===== config.mk =====
export PLATFORM = sky130hd
export DESIGN_NAME = mul_req_ctrl
export DESIGN_NICKNAME = d
export VERILOG_FILES = /design/src/rtl/mul_req_ctrl.sv
export SDC_FILE = /design/constraint.sdc
export NUM_CORES = 1
export LEC_CHECK = 0
export ABC_AREA = 1
export CORE_ASPECT_RATIO = 0.75
export CORE_MARGIN = 2
export CORE_UTILIZATION = 53
export DETAILED_ROUTE_END_ITERATION = 8
export PLACE_DENSITY = 0.81
export SLEW_MARGIN = 20
export SYNTH_ARGS = -nofsm -noshare
export SYNTH_HDL_FRONTEND = slang
export SYNTH_SLANG_ARGS = --single-unit

===== constraint.sdc =====
create_clock -name clk -period 3 [get_ports clk]
set_input_delay 0.9 -clock clk [delete_from_list [all_inputs] [get_ports clk]]
set_output_delay 0.9 -clock clk [all_outputs]
set_load 0.01 [all_outputs]

===== src/rtl/mul_req_ctrl.sv =====
// Request controller: FIFO-buffers operand pairs, drives a start/done multiplier and returns
// products on a valid/ready port. Define MUL_REQ_CTRL_TIMEOUT_EN to enable the WAIT timeout.

module mul_req_ctrl #(
  parameter int unsigned DATA_W      = 8,
  parameter int unsigned FIFO_DEPTH  = 4,
  parameter int unsigned TIMEOUT_CYC = 16
) (
  input  logic                clk,
  input  logic                rst_n,
  input  logic                in_valid,
  output logic                in_ready,
  input  logic [DATA_W-1:0]   in_a,
  input  logic [DATA_W-1:0]   in_b,
  output logic [DATA_W-1:0]   mul_a,
  output logic [DATA_W-1:0]   mul_b,
  output logic                mul_start,
  input  logic                mul_done,
  input  logic [2*DATA_W-1:0] mul_result,
  output logic                out_valid,
  input  logic                out_ready,
  output logic [2*DATA_W-1:0] out_result,
  output logic                out_err,
  output logic                busy
);

  localparam int unsigned PtrW = (FIFO_DEPTH > 1) ? $clog2(FIFO_DEPTH) : 1;
  localparam int unsigned CntW = PtrW + 1;

  if (FIFO_DEPTH < 2 || (FIFO_DEPTH & (FIFO_DEPTH - 1)) != 0) begin : gen_bad_depth
    $error("FIFO_DEPTH must be a power of 2 and at least 2");
  end
  if (TIMEOUT_CYC < 1) begin : gen_bad_timeout
    $error("TIMEOUT_CYC must be at least 1");
  end

  typedef enum logic [1:0] {StIdle, StIssue, StWait, StHold} state_e;

  state_e state_q, state_d;

  logic [DATA_W-1:0]   fifo_a_q [FIFO_DEPTH];
  logic [DATA_W-1:0]   fifo_b_q [FIFO_DEPTH];
  logic [PtrW-1:0]     wr_ptr_q, rd_ptr_q;
  logic [CntW-1:0]     count_q, count_d;
  logic                full, empty, push, pop;
  logic                capture, timeout;
  logic [DATA_W-1:0]   mul_a_q, mul_b_q;
  logic [2*DATA_W-1:0] out_result_q;

  assign full     = (count_q == CntW'(FIFO_DEPTH));
  assign empty    = (count_q == '0);
  // No bypass: a pop in the same cycle does not reopen a full FIFO.
  assign in_ready = !full;
  assign push     = in_valid && in_ready;
  assign count_d  = count_q + CntW'(push) - CntW'(pop);

  always_ff @(posedge clk) begin
    if (push) begin
      fifo_a_q[wr_ptr_q] <= in_a;
      fifo_b_q[wr_ptr_q] <= in_b;
    end
  end

  always_ff @(posedge clk or negedge rst_n) begin
    if (!rst_n) begin
      wr_ptr_q <= '0;
      rd_ptr_q <= '0;
      count_q  <= '0;
    end else begin
      if (push) wr_ptr_q <= wr_ptr_q + PtrW'(1);
      if (pop)  rd_ptr_q <= rd_ptr_q + PtrW'(1);
      count_q <= count_d;
    end
  end

  always_comb begin
    state_d = state_q;
    pop     = 1'b0;
    capture = 1'b0;
    unique case (state_q)
      StIdle: begin
        if (!empty) begin
          pop     = 1'b1;
          state_d = StIssue;
        end
      end
      StIssue: state_d = StWait;
      StWait: begin
        if (mul_done || timeout) begin
          capture = 1'b1;
          state_d = StHold;
        end
      end
      StHold: begin
        if (out_ready) begin
          if (!empty) begin
            pop     = 1'b1;
            state_d = StIssue;
          end else begin
            state_d = StIdle;
          end
        end
      end
      default: state_d = StIdle;
    endcase
  end

  always_ff @(posedge clk or negedge rst_n) begin
    if (!rst_n) begin
      state_q      <= StIdle;
      mul_a_q      <= '0;
      mul_b_q      <= '0;
      out_result_q <= '0;
    end else begin
      state_q <= state_d;
      if (pop) begin
        mul_a_q <= fifo_a_q[rd_ptr_q];
        mul_b_q <= fifo_b_q[rd_ptr_q];
      end
      // Done wins over a simultaneous timeout; an aborted request returns zero.
      if (capture) out_result_q <= mul_done ? mul_result : '0;
    end
  end

`ifdef MUL_REQ_CTRL_TIMEOUT_EN
  localparam int unsigned TmoW = $clog2(TIMEOUT_CYC + 1);

  logic [TmoW-1:0] wait_cnt_q;
  logic            out_err_q;

  assign timeout = (state_q == StWait) && (wait_cnt_q == TmoW'(TIMEOUT_CYC - 1));

  always_ff @(posedge clk or negedge rst_n) begin
    if (!rst_n) begin
      wait_cnt_q <= '0;
      out_err_q  <= 1'b0;
    end else begin
      if (state_q == StWait) wait_cnt_q <= wait_cnt_q + TmoW'(1);
      else                   wait_cnt_q <= '0;
      if (capture) out_err_q <= !mul_done;
    end
  end

  assign out_err = out_err_q;
`else
  assign timeout = 1'b0;
  assign out_err = 1'b0;
`endif

  assign mul_a      = mul_a_q;
  assign mul_b      = mul_b_q;
  assign mul_start  = (state_q == StIssue);
  assign out_valid  = (state_q == StHold);
  assign out_result = out_result_q;
  assign busy       = (state_q != StIdle) || !empty;

endmodule


# After elaboration in Yosys (flattened, before gate mapping)
# Memories as Yosys holds them, arrays and structs flattened. A register that Yosys moved wholly into a read port is not among the register bits.
# Cells that the tools add are included.
[totals]
mem_count = 2
register_bits = 25
ram_bits = 64
output_inout_bits = 37
word_cells = 41
input_bits = 37
[classes]
eq_ne = 7
addsub = 4
muxes = 13
n_reduce_logical = 10
[mem_list]
columns = ["name", "words", "width", "read_ports", "rd_clocked_by_memory_dff", "wr", "line", "text"]
rows = [
  ["fifo_a_q", 4, 8, 1, 1, 1, "41", "logic [DATA_W-1:0] fifo_a_q [FIFO_DEPTH];"],
  ["fifo_b_q", 4, 8, 1, 1, 1, "42", "logic [DATA_W-1:0] fifo_b_q [FIFO_DEPTH];"],
]
[op_table]
columns = ["op", "count"]
rows = [
  ["two-way mux 16 bit", 1],
  ["case mux 2 bit (4 select lines)", 1],
  ["two-way mux 1 bit", 7],
  ["two-way mux 2 bit", 3],
  ["adder 2 x 1 -> 2 bit (second input constant)", 2],
  ["equality test 2 bit (second input constant)", 2],
  ["logical NOT 1 bit", 4],
  ["inequality test 2 bit (second input constant)", 2],
  ["adder 3 x 1 -> 3 bit", 1],
  ["equality test 3 bit (second input constant)", 1],
  ["logical NOT 3 bit", 1],
  ["AND reduction 3 bit", 1],
  ["subtractor 3 x 1 -> 3 bit", 1],
  ["equality test 2 x 1 -> 1 bit (second input constant)", 1],
  ["logical NOT 2 bit", 1],
  ["inequality test 2 x 1 -> 1 bit (second input constant)", 1],
  ["case mux 1 bit (2 select lines)", 1],
  ["nonzero test 2 bit", 1],
  ["logical AND 1 bit", 1],
  ["logical OR 1 bit", 1],
]

# Logic depth before layout (Yosys ltp)
# Gate-level depths: netlist of the first run.
[depth]
ltp_word = 5
mapped_depth = 13
depth_no_buf = 12

# Worst setup path before layout of the first run
# OpenSTA, ideal clock, no wires.
[synth_path]
path_kind = "input port to flip-flop"
start = "input port out_ready"
end = "register count_q[2]"
slack_ns = 0.626
cell_stages = 11
setup_time_ns = 0.123
arrival_ns = 2.251
required_ns = 2.877
n_path_buf = 1
cell_sequence = "nand2_1 -> nand2_1 -> nand3_2 -> inv_2 -> buf_6 -> ha_1 -> inv_1 -> ha_1 -> inv_1 -> fa_1 -> xnor2_1"
[synth_between]
elab_chain_len = 3
[synth_rtl]
columns = ["item", "line", "text"]
rows = [
  ["start, declared", "21", "input logic out_ready,"],
  ["two-way mux 1 bit", "95", "if (out_ready) begin"],
  ["case mux 1 bit (2 select lines)", "80", "unique case (state_q)"],
  ["via pop", "45", "logic full, empty, push, pop;"],
  ["subtractor 3 x 1 -> 3 bit", "55", "assign count_d = count_q + CntW'(push) - CntW'(pop);"],
  ["via count_d[2]", "44", "logic [CntW-1:0] count_q, count_d;"],
  ["end signal, assigned", "72", "count_q <= count_d;"],
  ["end, declared", "44", ""],
]
# The timed path passes the listed nets, and every way through them passes these cells.
# A chain may end at the register's enable or synchronous reset.

# Worst setup path in the final report of the first run
[layout_path]
start = "register state_q[0]"
end = "output port busy"
[layout_between]
elab_chain_len = 2
[layout_rtl]
columns = ["item", "line", "text"]
rows = [
  ["start, declared", "39", "state_e state_q, state_d;"],
  ["start signal, assigned", "110", "state_q <= StIdle;"],
  ["start signal, assigned", "115", "state_q <= state_d;"],
  ["nonzero test 2 bit", "155", "assign busy = (state_q != StIdle) || !empty;"],
  ["logical OR 1 bit", "155", ""],
  ["end, declared", "24", "output logic busy"],
]
# Every way passes these cells.

==> results of run 1 <==
[synthesized netlist by cell type, drive strengths merged]
cell type	count
a21oi	1
buf	15
conb	1
dfrtp	41
edfxtp	64
fa	1
ha	11
inv	20
mux2	16
nand2	127
nand3	3
nor2	23
o211ai	1
o21ai	34
xnor2	3
xor2	2
[layer usage]
metal	wire length [um]	part of all wire [%]
met1	3610	46
met5	0	0
met2	3710	47
met4	51	0.64
met3	539	6.8
[logic make-up after synthesis]
logic type      after synthesis  share of synthesized area (%)
other cells                   1                         0.0864
mux                          16                           4.15
compound gates               36                           4.21
simple gates                153                           13.9
fa+ha+maj                    12                           3.63
buf+inv                      35                           5.05
flops                       105                           68.0
xor+xnor                      5                           1.01
[metrics by stage]
stage / instance area [um^2] / util (%)
2_1_floorplan: 4340 / -
3_3_place_gp: 5110 / 64.6
3_5_place_dp: 5110 / 64.6
4_1_cts: 5320 / 67.2
5_1_grt: 5320 / 67.2
6_report: 5320 / 67.2
[cell usage in the layout, fill, tap and decap left out]
master	instances
nand3_1	2
xnor2_1	3
ha_1	11
buf_2	1
inv_2	3
nor2_1	22
conb_1	1
clkbuf_1	1
nand2_2	5
clkdlybuf4s50_1	71
clkinv_4	1
nand2_1	122
buf_4	9
fa_1	1
xor2_1	2
clkinv_1	1
edfxtp_1	64
nor2_4	1
nand3_2	1
o21ai_0	24
o21ai_1	10
bufinv_16	2
clkbuf_8	9
a21oi_1	1
o211ai_1	1
mux2_2	16
clkinv_2	2
inv_1	16
inv_4	1
dfrtp_1	41
[flip-flops by register name, indices dropped and copies added, names as in the netlist, 3 cells and up]
name        cells
mul_a           8
count_q         3
fifo_b_q       32
out_result     16
fifo_a_q       32
mul_b           8
[layout make-up]
cell class / count / area (um^2) / share of cell area [%]
Timing Repair Buffer: 81 / 783 / 14.7
Multi-Input combinational cell: 223 / 1170 / 22.0
Sequential cell: 105 / 2950 / 55.4
Clock buffer: 10 / 128 / 2.40
Tap cell: 105 / 131 / 2.47
Inverter: 20 / 77.6 / 1.46
Clock inverter: 6 / 82.6 / 1.55
[where the power goes]
part           internal (W)  total [W]  switching, W
clock network      0.000466   0.000900      0.000434
registers           0.00201    0.00225      0.000238
logic              0.000991    0.00217       0.00117
total               0.00347    0.00532       0.00185
[worst max-delay path by stage]
| stage | startpoint | endpoint | slack, ns | cells past startpoint |
|---|---|---|---|---|
| 2_1_floorplan | out_ready | count_q[2]$_DFF_PN0_ | 0.63 | 11 |
| 3_3_place_gp | out_ready | count_q[2]$_DFF_PN0_ | 0.30 | 11 |
| 3_5_place_dp | out_ready | count_q[2]$_DFF_PN0_ | 0.26 | 11 |
| 4_1_cts | state_q[0]$_DFFE_PN0P_ | busy | 0.26 | 4 |
| 5_1_grt | state_q[0]$_DFFE_PN0P_ | busy | 0.16 | 4 |
| 6_report | state_q[0]$_DFFE_PN0P_ | busy | 0.28 | 4 |
==> results.toml, run 1 <==
[setup_path]
start_kind = "flip-flop"
reg2reg_to = "count_q[2]$_DFF_PN0_"
r2r_start = "state_q[0]$_DFFE_PN0P_"
reg2reg_depth = 11
slowest_delay_ns = 0.56
critical_path_class = "reg2out"
critPathTopFamily = "buffers and inverters"
required_ns = 2.10
cp_cell_sequence = "inv_1 > ha_1 > nand3_1 > clkdlybuf4s50_1"
path_buf_inv = 2
path_max_fanout = 5
cp_data_arrival_time_ns = 1.82
end_kind = "output pin"
reg2reg_slack_ns = 0.86
crit_slowest_cell = "clkdlybuf4s50_1"

[logic_synthesis]
yosys.cell_types.count = 25
netlist_area_mm2 = 0.00434
synth_nets = 412
syn_area_per_cell_um2 = 12.0
synth-seq-cells = 105
yosysWarnings = 0
syn_inst = 363
synth_top_area_cell = "edfxtp_1"
yosysSeqAreaShare_pct = 68.0
synth_top_area_share_pct = 44.3
netlist_top_cells_area = "edfxtp_1, dfrtp_1, nand2_1"

[global_routing]
grtUsageMet1_pct = 24.1
grt_max_degree = 34
grt_antenna_before_repair = 0
track_usage_pct = 19.2
global_route.usage.met3_pct = 6.28
busiest_layer = "met2"
grt_pass1_wl_um = 12800
grt_pass1_vias = 2690
met2_usage_pct = 33.3
grt_overflow_total = 0

[clock_network]
htreeDepth = 3
cts_resized = 0
holdBufCountCts = 0
cts.sinks = 105
cts-root-buf = "clkbuf_8"
cts_max_path_buffers = 2
cts.clk_slew.worst_paths_ns = 0.09
post_cts_buffers = 0
clk_latency_ns = 0.35
cts_tree = "built"
numCtsBuffers = 9

[layout]
drive_gt1_share_pct = 11.5
synthToLayoutAreaGrowth_pct = 22.7
antenna_cells = 0
fill_cells = 605
fin_cells = 550
num-nets-final = 489

[sta]
period_share_pct = 90.7
tightest_slew_ns = 0.659
layout_min_cycle_time_ns = 2.72
setup_viol = 0
hold_viol = 0
fin_skew_ns = 0.00671
fmax_mhz = 367
holdWs_ns = 0.481
rsz0062_at_grt = "no"
slew_headroom_pct = 56.0
setup_slack_ns = 0.278
slew_violations = 0
finalSetupTns_ns = 0

[floorplan]
die-width_um = 108
rows = 28
fp.coreArea_mm2 = 0.00792
initial_core_util_pct = 54.8
dieArea_mm2 = 0.00893
ios = 74
fp.dieH_um = 82.4

[place]
post-place-ws_ns = 0.257
port_buffers = 72
gp_congestion = 0.756
dpl.hpwl_um = 5120
dp_cells = 534

[route]
vias_per_cell = 4.92
drt_pre_antenna_iters = 7
vias = 2706
initialDrtViolationCount = 170
route.detailed.wl_per_inst_um = 14.4
drtAntennaViolNets = 0
drt_wl_total_um = 7920
drc = 0

[worst_hold_path]
hold_class = "in2async"

[flow_run]
max_cap_violations = 0

[outcome]
outcome = "complete, no violations"

[power]
cellLeakagePower_nw = 2.22
powerDensity_mw_per_mm2 = 999
peakVddDrop_v = 0.000507
p_total_w = 0.00532
(Power assumes the default switching activity.)
==> run 2: changes to the inputs <==
--- a/config.mk
+++ b/config.mk
@@ -10,7 +10,7 @@
 export CORE_MARGIN = 2
 export CORE_UTILIZATION = 53
 export DETAILED_ROUTE_END_ITERATION = 8
-export PLACE_DENSITY = 0.81
+export PLACE_DENSITY_LB_ADDON = 0.15
 export SLEW_MARGIN = 20
 export SYNTH_ARGS = -nofsm -noshare
 export SYNTH_HDL_FRONTEND = slang
==> run 2 against run 1 <==
Net effect: clock power is 5.9% lower; core utilization is 0.30 points lower; combinational power barely moved; critical path type unchanged; largest cell class unchanged; largest power group unchanged.
==> results.toml, run 2 (synthesis results as in run 1) <==
[global_routing]
grt_antenna_before_repair = 0
track_usage_pct = 19.7
grt_max_degree = 42
grt_pass1_vias = 2611
grt_overflow_total = 0
grt_pass1_wl_um = 13000

[power]
swShare_pct = 35.5
power.combinational.fraction_pct = 41.2
power_frac_seq_pct = 42.6
p_int_w = 0.00339
clkPwrFrac_pct = 16.1
peakVddDrop_v = 0.000468
cellLeakagePower_nw = 2.21
powerDensity_mw_per_mm2 = 992
netSwitchingPower_w = 0.00187

[layout]
synthToLayoutAreaGrowth_pct = 22.1
num-nets-final = 488
antenna_cells = 0
final_common_cell = "nand2_1"
layout.cells.most_common_list = "nand2_1, clkdlybuf4s50_1, edfxtp_1"
fin_cells = 549
drive_gt1_share_pct = 11.7
fill_cells = 641

[clock_network]
post_cts_buffers = 0
htreeDepth = 3
cts_tree = "built"
clk_latency_ns = 0.36
numCtsBuffers = 9
cts.clk_slew.worst_paths_ns = 0.09
cts_resized = 0
cts-root-buf = "clkbuf_8"
cts.sinks = 105
cts_max_path_buffers = 2
holdBufCountCts = 0

[sta]
fmax_mhz = 371
layout_min_cycle_time_ns = 2.70
rsz0062_at_grt = "no"
period_share_pct = 89.9
tightest_slew_ns = 0.939
fin_skew_ns = 0.00674
slew_headroom_pct = 37.4
slew_violations = 0
setup_viol = 0
finalSetupTns_ns = 0
hold_viol = 0

[setup_path]
required_ns = 2.10
cp_data_arrival_time_ns = 1.80
reg2reg_depth = 11
critical_path_class = "reg2out"
end_kind = "output pin"
start_kind = "flip-flop"
path_max_fanout = 5

[place]
dp_cells = 533
port_buffers = 72
dpl.hpwl_um = 4910
gp_congestion = 0.754

[floorplan]
initial_core_util_pct = 54.8
ios = 74
fp.coreArea_mm2 = 0.00792
die-width_um = 108
dieArea_mm2 = 0.00893
rows = 28
fp.dieH_um = 82.4

[outcome]
outcome = "complete, no violations"

[route]
route.detailed.wl_per_inst_um = 14.2
drt_pre_antenna_iters = 4
drtAntennaViolNets = 0
drt_wl_total_um = 7790
initialDrtViolationCount = 102
vias_per_cell = 4.78
drc = 0
vias = 2622

[worst_hold_path]
whs_path_depth = 2
hold_class = "reg2reg"

[flow_run]
max_cap_violations = 0
## run 2: cell types whose count changed in the layout (fill, tap and decap cells not counted), sizes merged
cell,change
inv,+1
buf,-1
clkbuf,-1
clkinvlp,+1
bufinv,-1
## run 2: cell type report
class                           instances  area (um^2)  share of cell area (%)
Clock inverter                          7         70.1                    1.32
Tap cell                              105          131                    2.48
Multi-Input combinational cell        223         1170                    22.1
Timing Repair Buffer                   80          776                    14.6
Inverter                               20         77.6                    1.46
Sequential cell                       105         2950                    55.6
Clock buffer                            9          124                    2.34
## run 2: power by group through the flow
stage / clock (W) / combinational [W] / sequential [W]
2_1_floorplan: 0 / 0.00135 / 0.00233
3_5_place_dp: 0 / 0.00219 / 0.00228
5_1_grt: 0.000933 / 0.00245 / 0.00230
6_report: 0.000847 / 0.00217 / 0.00224
3_3_place_gp: 0 / 0.00214 / 0.00226
4_1_cts: 0.000869 / 0.00220 / 0.00225
## run 2: final timing paths
path / endpoint / startpoint / slack (ns)
min in group asynchronous: out_result[14]$_DFFE_PN0P_ / rst_n / 0.67
worst min register to register: mul_a[2]$_DFFE_PN0P_ / mul_a[2]$_DFFE_PN0P_ / 0.48
max in group asynchronous: mul_b[7]$_DFFE_PN0P_ / rst_n / 1.74
worst min-delay path: mul_a[2]$_DFFE_PN0P_ / mul_a[2]$_DFFE_PN0P_ / 0.48
worst max register to register: count_q[2]$_DFF_PN0_ / state_q[0]$_DFFE_PN0P_ / 0.87
worst max-delay path: busy / state_q[0]$_DFFE_PN0P_ / 0.30
## run 2: per-stage QoR
step	setup WS, ns	cell area [um^2]	power [W]	hold WS [ns]	utilization (%)
global route	0.189	5300	0.00569	0.503	66.9
global placement	0.306	5100	0.00440	0.461	64.5
CTS	0.283	5300	0.00531	0.489	66.9
detailed placement	0.245	5100	0.00446	0.465	64.5
finish	0.303	5300	0.00525	0.484	66.9
floorplan	0.626	4340	0.00368	0.500	-
## run 2: routing by layer
layer / part of all wire [%] / vias to the layer above / global-route usage [%] / wire length, um
li1: - / 1340 / - / -
met1: 46 / 1214 / 25.8 / 3600
met2: 48 / 62 / 33.1 / 3710
met3: 5.4 / 6 / 5.18 / 421
met4: 0.77 / 0 / 5.38 / 60
met5: 0 / - / 0 / 0
## run 2: critical path: stages, from the launching register on
cell and delay [ns]:
dfrtp_1 0.42, inv_1 0.10, ha_1 0.22, nand3_1 0.14, clkdlybuf4s50_1 0.56
==> run 3: changes to the inputs <==
--- a/config.mk
+++ b/config.mk
@@ -10,6 +10,7 @@
 export CORE_MARGIN = 2
 export CORE_UTILIZATION = 53
 export DETAILED_ROUTE_END_ITERATION = 8
+export HOLD_SLACK_MARGIN = 0.12
 export PLACE_DENSITY_LB_ADDON = 0.15
 export SLEW_MARGIN = 20
 export SYNTH_ARGS = -nofsm -noshare
==> results of run 3 <==
Same layout as run 2: the final DEF is identical, and so are final timing and power.
